===== src/rtl/uart_tx_engine.sv =====
// UART transmit engine: serialises one byte per accepted handshake as
// start / 5-8 data bits LSB first / optional parity / 1-2 stop bits.
module uart_tx_engine (
  input  logic        clk,
  input  logic        reset,
  input  logic [15:0] baud_divisor,
  input  logic [2:0]  data_bits,
  input  logic [1:0]  parity_mode,
  input  logic        two_stop_bits,
  input  logic        tx_enable,
  input  logic [7:0]  tx_data,
  input  logic        tx_valid,
  output logic        tx_ready,
  output logic        txd,
  output logic        tx_busy,
  output logic        frame_done
);

  typedef enum logic [2:0] {
    IDLE   = 3'd0,
    START  = 3'd1,
    DATA   = 3'd2,
    PARITY = 3'd3,
    STOP   = 3'd4
  } state_t;

  state_t      state_q, state_d;
  logic [15:0] cnt_q, cnt_d;
  logic [15:0] div_q, div_d;
  logic [7:0]  shift_q, shift_d;
  logic [2:0]  idx_q, idx_d;
  logic [2:0]  last_q, last_d;
  logic        par_en_q, par_en_d;
  logic        par_bit_q, par_bit_d;
  logic        two_stop_q, two_stop_d;
  logic        txd_q, txd_d;
  logic        busy_q, busy_d;
  logic        done_q, done_d;
  logic        bit_end;

  // Index of the last data bit: 5..8 bits maps to 4..7; codes 4-7 mean 8 bits.
  function automatic logic [2:0] last_index(input logic [2:0] db);
    if (db >= 3'd3) begin
      return 3'd7;
    end else begin
      return db + 3'd4;
    end
  endfunction

  function automatic logic parity_bit(input logic [7:0] d, input logic [2:0] last,
                                      input logic [1:0] mode);
    logic [7:0] mask;
    logic       x;
    mask = 8'hFF >> (3'd7 - last);
    x    = ^(d & mask);
    case (mode)
      2'b01:   return ~x;
      2'b10:   return x;
      default: return 1'b1;
    endcase
  endfunction

  assign tx_ready   = (state_q == IDLE) && tx_enable && !reset;
  assign bit_end    = (cnt_q == 16'd0);
  assign txd        = txd_q;
  assign tx_busy    = busy_q;
  assign frame_done = done_q;

  // Next-state logic: every bit reloads the counter from the shadowed divisor.
  always_comb begin
    state_d    = state_q;
    cnt_d      = bit_end ? div_q : (cnt_q - 16'd1);
    div_d      = div_q;
    shift_d    = shift_q;
    idx_d      = idx_q;
    last_d     = last_q;
    par_en_d   = par_en_q;
    par_bit_d  = par_bit_q;
    two_stop_d = two_stop_q;
    txd_d      = txd_q;
    busy_d     = busy_q;
    done_d     = 1'b0;

    case (state_q)
      IDLE: begin
        cnt_d  = cnt_q;
        txd_d  = 1'b1;
        busy_d = 1'b0;
        if (tx_valid && tx_ready) begin
          state_d    = START;
          cnt_d      = baud_divisor;
          div_d      = baud_divisor;
          shift_d    = tx_data;
          idx_d      = 3'd0;
          last_d     = last_index(data_bits);
          par_en_d   = (parity_mode != 2'b00);
          par_bit_d  = parity_bit(tx_data, last_index(data_bits), parity_mode);
          two_stop_d = two_stop_bits;
          txd_d      = 1'b0;
          busy_d     = 1'b1;
        end else begin
          state_d = IDLE;
        end
      end
      START: begin
        if (bit_end) begin
          state_d = DATA;
          txd_d   = shift_q[0];
          shift_d = shift_q >> 1;
          idx_d   = 3'd0;
        end else begin
          state_d = START;
        end
      end
      DATA: begin
        if (bit_end) begin
          if (idx_q == last_q) begin
            idx_d = 3'd0;
            if (par_en_q) begin
              state_d = PARITY;
              txd_d   = par_bit_q;
            end else begin
              state_d = STOP;
              txd_d   = 1'b1;
            end
          end else begin
            idx_d   = idx_q + 3'd1;
            txd_d   = shift_q[0];
            shift_d = shift_q >> 1;
          end
        end else begin
          state_d = DATA;
        end
      end
      PARITY: begin
        if (bit_end) begin
          state_d = STOP;
          txd_d   = 1'b1;
          idx_d   = 3'd0;
        end else begin
          state_d = PARITY;
        end
      end
      STOP: begin
        txd_d = 1'b1;
        if (bit_end) begin
          if (two_stop_q && (idx_q == 3'd0)) begin
            idx_d = 3'd1;
          end else begin
            state_d = IDLE;
            busy_d  = 1'b0;
            done_d  = 1'b1;
            idx_d   = 3'd0;
          end
        end else begin
          state_d = STOP;
        end
      end
      default: begin
        state_d = IDLE;
        txd_d   = 1'b1;
        busy_d  = 1'b0;
      end
    endcase
  end

  // State and frame shadow registers; reset abandons any partial frame.
  always_ff @(posedge clk) begin
    if (reset) begin
      state_q    <= IDLE;
      cnt_q      <= 16'd0;
      div_q      <= 16'd0;
      shift_q    <= 8'd0;
      idx_q      <= 3'd0;
      last_q     <= 3'd0;
      par_en_q   <= 1'b0;
      par_bit_q  <= 1'b0;
      two_stop_q <= 1'b0;
      txd_q      <= 1'b1;
      busy_q     <= 1'b0;
      done_q     <= 1'b0;
    end else begin
      state_q    <= state_d;
      cnt_q      <= cnt_d;
      div_q      <= div_d;
      shift_q    <= shift_d;
      idx_q      <= idx_d;
      last_q     <= last_d;
      par_en_q   <= par_en_d;
      par_bit_q  <= par_bit_d;
      two_stop_q <= two_stop_d;
      txd_q      <= txd_d;
      busy_q     <= busy_d;
      done_q     <= done_d;
    end
  end

endmodule


===== config.mk =====
export PLATFORM = sky130hd
export DESIGN_NAME = uart_tx_engine
export DESIGN_NICKNAME = d
export VERILOG_FILES = /design/src/rtl/uart_tx_engine.sv
export SDC_FILE = /design/constraint.sdc
export NUM_CORES = 1
export LEC_CHECK = 0
export CAP_MARGIN = 40
export CORE_UTILIZATION = 40
export DETAILED_ROUTE_END_ITERATION = 8
export PLACE_DENSITY_LB_ADDON = 0.15
export SYNTH_ARGS = -nofsm -noshare
export SYNTH_HDL_FRONTEND = slang
export SYNTH_SLANG_ARGS = --single-unit

===== constraint.sdc =====
create_clock -name clk -period 2.8 [get_ports clk]
set_clock_uncertainty 0.05 [all_clocks]
set_input_delay 0.28 -clock clk [delete_from_list [all_inputs] [get_ports clk]]
set_output_delay 0.28 -clock clk [all_outputs]
set_load 0.03 [all_outputs]

==> results of run 1 <==
[cell type report]
type,instances,area (um^2)
Clock buffer,6,82.58
Clock inverter,1,5.005
Fill cell,737,3717
Inverter,9,33.78
Multi-Input combinational cell,286,1884
Sequential cell,55,1101
Tap cell,99,123.9
Timing Repair Buffer,49,460.4
[flip-flops by register name, summed over array words and instances, names as in the netlist]
signal / count
state_q: 3
div_q: 16
par_bit_q: 1
cnt_q: 16
idx_q: 3
two_stop_q: 1
par_en_q: 1
frame_done: 1
shift_q: 8
tx_busy: 1
last_q: 3
txd: 1
[tightest hold or removal path, stage by stage, from the launching register on]
cell and delay, ns:
dfxtp_1 0.32, nand2_1 0.05, a21oi_1 0.05
[worst max path at each step]
stage | start | endpoint | slack (ns)
after floorplan | cnt_q[0] | cnt_q[15] | 0.72
after global placement | cnt_q[2] | shift_q[7] | 0.39
after detailed placement | cnt_q[2] | shift_q[7] | 0.35
after CTS | cnt_q[0] | shift_q[7] | 0.32
after global routing | cnt_q[0] | shift_q[7] | 0.03
final | cnt_q[0] | shift_q[7] | 0.28
[power groups by stage]
stage / Clock [W] / Combinational (W) / Sequential (W)
global placement: 0 / 0.000875 / 0.000941
finish: 0.000460 / 0.000896 / 0.000926
floorplan: 0 / 0.000664 / 0.000919
CTS: 0.000471 / 0.000896 / 0.000925
detailed placement: 0 / 0.000890 / 0.000943
global route: 0.000498 / 0.000996 / 0.000937
[placed cells by master, fill, tap and decap left out, types with 10 or more instances in the layout]
cell type and n:
xnor2_1 10, o21ai_1 16, nor2_1 19, buf_4 12, dfxtp_1 55, mux2_2 12, a21oi_1 35, mux2i_1 14
nand2_1 54, clkdlybuf4s50_1 37, nor3_1 10
[logic make-up (layout without fill, tap and decap cells)]
| family | count (synthesis) | after routing | share of synthesized area |
|---|---|---|---|
| simple gates | 129 | 129 | 0.2096 |
| compound gates | 108 | 108 | 0.2268 |
| flops | 55 | 55 | 0.3533 |
| buf+inv | 35 | 65 | 0.04456 |
| mux | 26 | 26 | 0.08832 |
| xor+xnor | 16 | 16 | 0.04938 |
| fa+ha+maj | 7 | 7 | 0.02810 |
[routing by layer]
layer	GRT usage	vias to the layer above	share of wire
met5	0	-	0
met1	0.2826	1347	0.52
li1	-	1425	-
met4	0.05780	0	0.011
met2	0.3117	47	0.43
met3	0.03367	6	0.033
[through the flow]
step                instance area, um^2  instances  hold slack, ns  worst slack (ns)  power (W)
CTS                                3691        505          0.4201            0.3207   0.002292
floorplan                          3117        376          0.3386            0.7197   0.001582
finish                             3691        505          0.4153            0.2764   0.002283
detailed placement                 3603        498          0.4068            0.3479   0.001833
global route                       3691        505          0.4396           0.02908   0.002431
global placement                   3603        498          0.3991            0.3891   0.001816
==> summary.md, run 1 <==
| Metric | Value |
|---|---|
| Status | `finished, final reports clean` |
| Commonest cells post-synth | `dfxtp_1 (55), nand2_1 (54), a21oi_1 (35), nor2_1 (20), clkbuf_1 (19)` |
| Area contributors post-synth | `dfxtp_1 (35%), nand2_1 (6.5%), a21oi_1 (5.6%)` |
| First-pass GRT wire length | `13.11 mm` |
| Synth Instances | `376` |
| Hold path start | `div_q[12]` |
| R2r setup slk | `~0.28 ns` |
| # setup viols final | `0` |
| Logic gate share of total power | `0.393` |
| Final RePlAce weighted congestion | `0.8302` |
| Hold Crit Class | `flop to flop` |
| Layout area overhead | `18.43%` |
| Setup TNS | `0 ns` |
| Clock transition at the registers of the reported paths | `approximately 0.1 ns` |
| Cell Area, Synth | `~3100 um^2` |
| Cell area power density | `618.4 nW/um^2` |
| H-tree levels | `2` |
| Cts hold-fix bufs | `0` |
| Req. time, crit path | `about 3 ns` |
| Die Height | `90.27 um` |
| Worst-Skew Late Latency | `0.32 ns` |
| FMAX | `0.3963 GHz` |
| Maximum vdd drop | `approximately 0.22 mV` |
| Port Buffers | `37` |
| Post-synthesis sequential area ratio | `0.3533` |
| Post-synthesis cell type count | `53` |
| Starting Density | `0.4207` |
| WP depth | `7` |
| CP cell instances | `inv_1 > ha_1 > nor3b_1 > nand4b_1 > a211oi_4 > o221ai_1 > a21oi_1` |
| WP buf/inv | `1` |
| Routed vias/inst | `5.594` |
| CP max stage delay | `0.61 ns` |
| Antenna violations before repair | `0` |
| Clock share of power | `0.202` |
| WHS Endpoint | `div_q[12]` |
| DRC viols | `0` |
| Final Cycle Share | `0.9013` |
| Relative slew slack | `0.5096` |
| Setup CP Type | `flop to flop` |
| Core Area | `7408 um^2` |
| Critical Path Source Type | `flop` |
| Global route overflow | `0` |
| Initial drt markers | `110` |
| Row Count | `31` |
| Critical Path Slowest Stage Cell | `a211oi_4` |
| Syn Area/Cell | `8.289 um^2` |
| Post-route minimum period | `roughly 2.5 ns` |
| Finished Core Util | `0.4982` |
| CTS tree | `done` |
| Count leader, synth | `dfxtp_1` |
| Post-route ant nets | `0` |
| Number of global-route vias before repair | `approximately 2700` |
| Slew @ Worst Pin | `about 0.73 ns` |
| Syn. warnings | `0` |
| First-pass DRT Iterations | `4` |
| CTS buffer count | `5` |
| Maxcap violations | `0` |
| Sw power | `0.0008367 W` |
| Worst hold stages | `2` |
| Routed WL | `7.876 mm` |
| Die area | `8149 um^2` |
| P_int | `0.001446 W` |
| GRT Total Usage | `0.1998` |
| Max Root-Sink Buffers | `2` |
| Fraction of registers with async set/reset | `0` |
| CTS resizes | `0` |
| DR WL/cell | `15.60 um` |
| Crit end category | `flop` |
| Switching share of power | `0.3666` |
| Diodes inserted | `0` |
| Share of cells above drive strength 1 | `0.09606` |
| RSZ-0062 raised after global routing | `no` |
| Dominant synthesized flop cell | `dfxtp_1` |
| Clock tree root driver cell | `clkbuf_8` |
| Yosys top cell area share | `0.3533` |
| Post-Syn Nets | `417` |
| Worst r2r path cells | `7` |
| Worst r2r src | `cnt_q[0]` |
| Via Count | `roughly 2800` |
| HPWL Detailed | `5.344 mm` |
| Setup Fix Bufs, Post-CTS | `0` |
| Final net count | `447` |
| CP delay by family, top | `compound AO/OA/AOI/OAI gates` |
| Largest net degree at the start of global routing | `35` |
| DIE WIDTH | `90.27 um` |
| Yosys reg bits | `55` |
| Cell taking the most area after synthesis | `dfxtp_1` |
| End of the worst register-to-register path | `shift_q[7]` |
| Top Ports | `38` |
| CP arrival | `2.72 ns` |
| Max Slew Vio Count | `0` |
| Endpoints failing hold | `0` |
| Pleak | `1.413 nW` |
| Clock net sink count | `55` |
| CP Max Fanout | `16` |
| Seq pwr share | `0.406` |
| Post-synth EDFFs | `0` |
Power figures use the tool's default switching activity.
==> run 2, diff against run 1 <==
--- a/config.mk
+++ b/config.mk
@@ -5,8 +5,9 @@
 export SDC_FILE = /design/constraint.sdc
 export NUM_CORES = 1
 export LEC_CHECK = 0
+export ABC_AREA = 1
 export CAP_MARGIN = 40
-export CORE_UTILIZATION = 40
+export CORE_UTILIZATION = 56
 export DETAILED_ROUTE_END_ITERATION = 8
 export PLACE_DENSITY_LB_ADDON = 0.15
 export SYNTH_ARGS = -nofsm -noshare
==> run 2 against run 1 <==
  * Clock power rose by 23%
  * Global-route usage rose by 6.6 points
  * Synthesized cell count grew 32%
  * Count of clock-buffer cells in the layout unchanged
  * Largest power group is now combinational logic
  * Highest routed layer unchanged
==> summary.md, run 2 <==
| Metric | Value |
|---|---|
| Post-Syn Nets | `539 (was 417)` |
| Core Area | `5507 um^2 (was 7408 um^2)` |
| Global route overflow | `0 (unchanged)` |
| Clock tree root driver cell | `clkbuf_8 (unchanged)` |
| Largest net degree at the start of global routing | `48 (was 35)` |
| DIE WIDTH | `77.68 um (was 90.27 um)` |
| Via Count | `3184 (was 2825)` |
| First-pass DRT Iterations | `4 (unchanged)` |
| Setup TNS | `0 ns (unchanged)` |
| HPWL Detailed | `5.315 mm (was 5.344 mm)` |
| Setup Fix Bufs, Post-CTS | `0 (unchanged)` |
| Port Buffers | `37 (unchanged)` |
| GRT Total Usage | `0.2653 (was 0.1998)` |
| Share of cells above drive strength 1 | `0.05827 (was 0.09606)` |
| Syn Area/Cell | `6.439 um^2 (was 8.289 um^2)` |
| Pleak | `1.675 nW (was 1.413 nW)` |
| CP cell instances | `nor2_4 > nand2_4 > nor2_4 > clkdlybuf4s50_1 (was inv_1 > ha_1 > nor3b_1 > nand4b_1 > a211oi_4 > o221ai_1 > a21oi_1)` |
| CP delay by family, top | `buffers and inverters (was compound AO/OA/AOI/OAI gates)` |
| Fin worst setup slack | `0.5324 ns (was 0.2764 ns)` |
| Die area | `6033 um^2 (was 8149 um^2)` |
| Post-route ant nets | `0 (unchanged)` |
| Finished Layout Cells | `604 (was 505)` |
| Critical Path Source Type | `flop (unchanged)` |
| Dominant synthesized flop cell | `dfxtp_1 (unchanged)` |
| Cell Area, Synth | `3207 um^2 (was 3117 um^2)` |
| Routed vias/inst | `5.272 (was 5.594)` |
| Layout area overhead | `16.66% (was 18.43%)` |
| Endpoints failing hold | `0 (unchanged)` |
| H-tree levels | `2 (unchanged)` |
| Cell taking the most area after synthesis | `dfxtp_1 (unchanged)` |
| First-pass GRT wire length | `12.83 mm (was 13.11 mm)` |
| Maxcap violations | `0 (unchanged)` |
| Status | `finished, final reports clean (unchanged)` |
| RSZ-0062 raised after global routing | `no (unchanged)` |
| CTS tree | `done (unchanged)` |
| Fillers | `506 (was 737)` |
| Post-synthesis cell type count | `34 (was 53)` |
| Clock transition at the registers of the reported paths | `0.10 ns (about the same)` |
| Placed cell count | `596 (was 498)` |
| Most frequent cells in the layout | `nand2_1 (159), inv_1 (55), dfxtp_1 (55), a21oi_1 (44), nand3_1 (44) (was dfxtp_1 (55), nand2_1 (54), clkdlybuf4s50_1 (37), a21oi_1 (35), nor2_1 (19))` |
| R2r setup slk | `0.60 ns (was 0.28 ns)` |
| FMAX | `0.4410 GHz (was 0.3963 GHz)` |
| CTS resizes | `0 (unchanged)` |
| Req. time, crit path | `2.47 ns (was 3.00 ns)` |
| DRC viols | `0 (unchanged)` |
| Hold Crit Class | `flop to flop (unchanged)` |
| Crit end category | `primary output (was flop)` |
| Synth Instances | `498 (was 376)` |
| Initial drt markers | `216 (was 110)` |
| Setup CP Type | `flop to primary output (was flop to flop)` |
| Top Ports | `38 (unchanged)` |
| Largest regs | `cnt_q x16, div_q x16, shift_q x8 (unchanged)` |
| Commonest non-fill, non-tap cell in the layout | `nand2_1 (was dfxtp_1)` |
| Critical Path Slowest Stage Cell | `clkdlybuf4s50_1 (was a211oi_4)` |
| Yosys reg bits | `55 (unchanged)` |
| Max Slew Vio Count | `0 (unchanged)` |
| Diodes inserted | `0 (unchanged)` |
| Routed WL | `7.557 mm (was 7.876 mm)` |
| Antenna violations before repair | `0 (unchanged)` |
| Post-synth EDFFs | `0 (unchanged)` |
| Max Root-Sink Buffers | `2 (unchanged)` |
| Starting Density | `0.5824 (was 0.4207)` |
| Maximum vdd drop | `0.7772 mV (was 0.2187 mV)` |
| Area contributors post-synth | `dfxtp_1 (34%), nand2_1 (19%), a21oi_1 (6.9%) (was dfxtp_1 (35%), nand2_1 (6.5%), a21oi_1 (5.6%))` |
| Die Height | `77.68 um (was 90.27 um)` |
| Post-synthesis sequential area ratio | `0.3433 (was 0.3533)` |
| Clock net sink count | `55 (unchanged)` |
| Final RePlAce weighted congestion | `0.8867 (was 0.8302)` |
| CP max stage delay | `0.69 ns (was 0.61 ns)` |
| Yosys top cell area share | `0.3433 (was 0.3533)` |
| CP arrival | `1.94 ns (was 2.72 ns)` |
| CP Max Fanout | `18 (was 16)` |
| DR WL/cell | `12.51 um (was 15.60 um)` |
| CTS buffer count | `5 (unchanged)` |
| Syn. warnings | `0 (unchanged)` |
| Slew @ Worst Pin | `0.5037 ns (was 0.7329 ns)` |
| Count leader, synth | `nand2_1 (was dfxtp_1)` |
| Row Count | `27 (was 31)` |
| # setup viols final | `0 (unchanged)` |
| Dpl ws | `0.4721 ns (was 0.3479 ns)` |
| Post-route minimum period | `2.268 ns (was 2.524 ns)` |
| Reg area | `1101 um^2 (unchanged)` |
| Cell area power density | `1116 nW/um^2 (was 618.4 nW/um^2)` |
| Area occupied by multi-input gates | `1819 um^2 (was 1884 um^2)` |
| Cts hold-fix bufs | `0 (unchanged)` |
| Relative slew slack | `0.6642 (was 0.5096)` |
| Number of global-route vias before repair | `2910 (was 2674)` |
| WP buf/inv | `1 (unchanged)` |
| Most frequent CP cell | `nor2_4` |
| Worst-Skew Late Latency | `0.32 ns (about the same)` |
| Final net count | `572 (was 447)` |
| Commonest cells post-synth | `nand2_1 (159), dfxtp_1 (55), inv_1 (55), a21oi_1 (44), nand3_1 (44) (was dfxtp_1 (55), nand2_1 (54), a21oi_1 (35), nor2_1 (20), clkbuf_1 (19))` |
| Fraction of registers with async set/reset | `0 (unchanged)` |
| Final Cycle Share | `0.8099 (was 0.9013)` |
run 2: layer usage:
| layer | vias to the layer above | track usage | part of all wire |
|---|---|---|---|
| li1 | 1658 | - | - |
| met1 | 1452 | 0.3251 | 0.46 |
| met2 | 62 | 0.4673 | 0.49 |
| met3 | 12 | 0.04353 | 0.038 |
| met4 | 0 | 0.09057 | 0.017 |
| met5 | - | 0 | 0 |
run 2: area by class of cell:
type,instances,area share
clock buffer,6,0.02207
clock inverter,2,0.009365
inverter,58,0.05886
multi-input combinational,371,0.4863
sequential,55,0.2943
tap,72,0.02408
timing repair buffer,40,0.1050
run 2: cell families (layout without fill, tap and decap cells):
kind of cell | Yosys count | count (layout) | synth area share
AND/OR/NAND/NOR | 264 | 264 | 0.3593
AO/OA/AOI/OAI | 89 | 89 | 0.1498
buffers and inverters | 72 | 106 | 0.08935
flip-flops | 55 | 55 | 0.3433
XOR/XNOR | 10 | 10 | 0.02731
adder cells (fa/ha/maj) | 7 | 7 | 0.02731
multiplexers | 1 | 1 | 0.003511
run 2: worst reg2reg max path: stages, from the launching register on:
cell	delay, ns
dfxtp_1	0.34
inv_1	0.10
ha_1	0.17
nand2_1	0.06
nor3_1	0.26
nand3_4	0.35
o21ai_4	0.39
nand2_2	0.17
nand2_1	0.11
a21oi_1	0.07
run 2: worst paths after layout:
check | cells after the start | startpoint | endpoint
worst min-delay path | 2 | div_q[11] | div_q[11]
worst min register to register | 2 | div_q[11] | div_q[11]
worst max register to register | 9 | cnt_q[0] | shift_q[7]
worst max-delay path | 4 | state_q[0] | tx_ready
run 2: report_power, final:
part           leakage [nW]  internal, W  switching [W]
sequential            0.449     0.000965       0.000158
clock                0.0612     0.000290       0.000276
combinational          1.16     0.000844        0.00164
total                  1.67      0.00210        0.00208
run 2: metrics by stage:
| step | area (um^2) | utilization | total power (W) | hold slack [ns] |
|---|---|---|---|---|
| 2_1_floorplan | 3207 | - | 0.003069 | 0.3405 |
| 3_3_place_gp | 3623 | 0.6580 | 0.003548 | 0.3953 |
| 3_5_place_dp | 3623 | 0.6580 | 0.003589 | 0.4025 |
| 4_1_cts | 3741 | 0.6794 | 0.004156 | 0.4178 |
| 5_1_grt | 3741 | 0.6794 | 0.004576 | 0.4283 |
| 6_report | 3741 | 0.6794 | 0.004176 | 0.4163 |
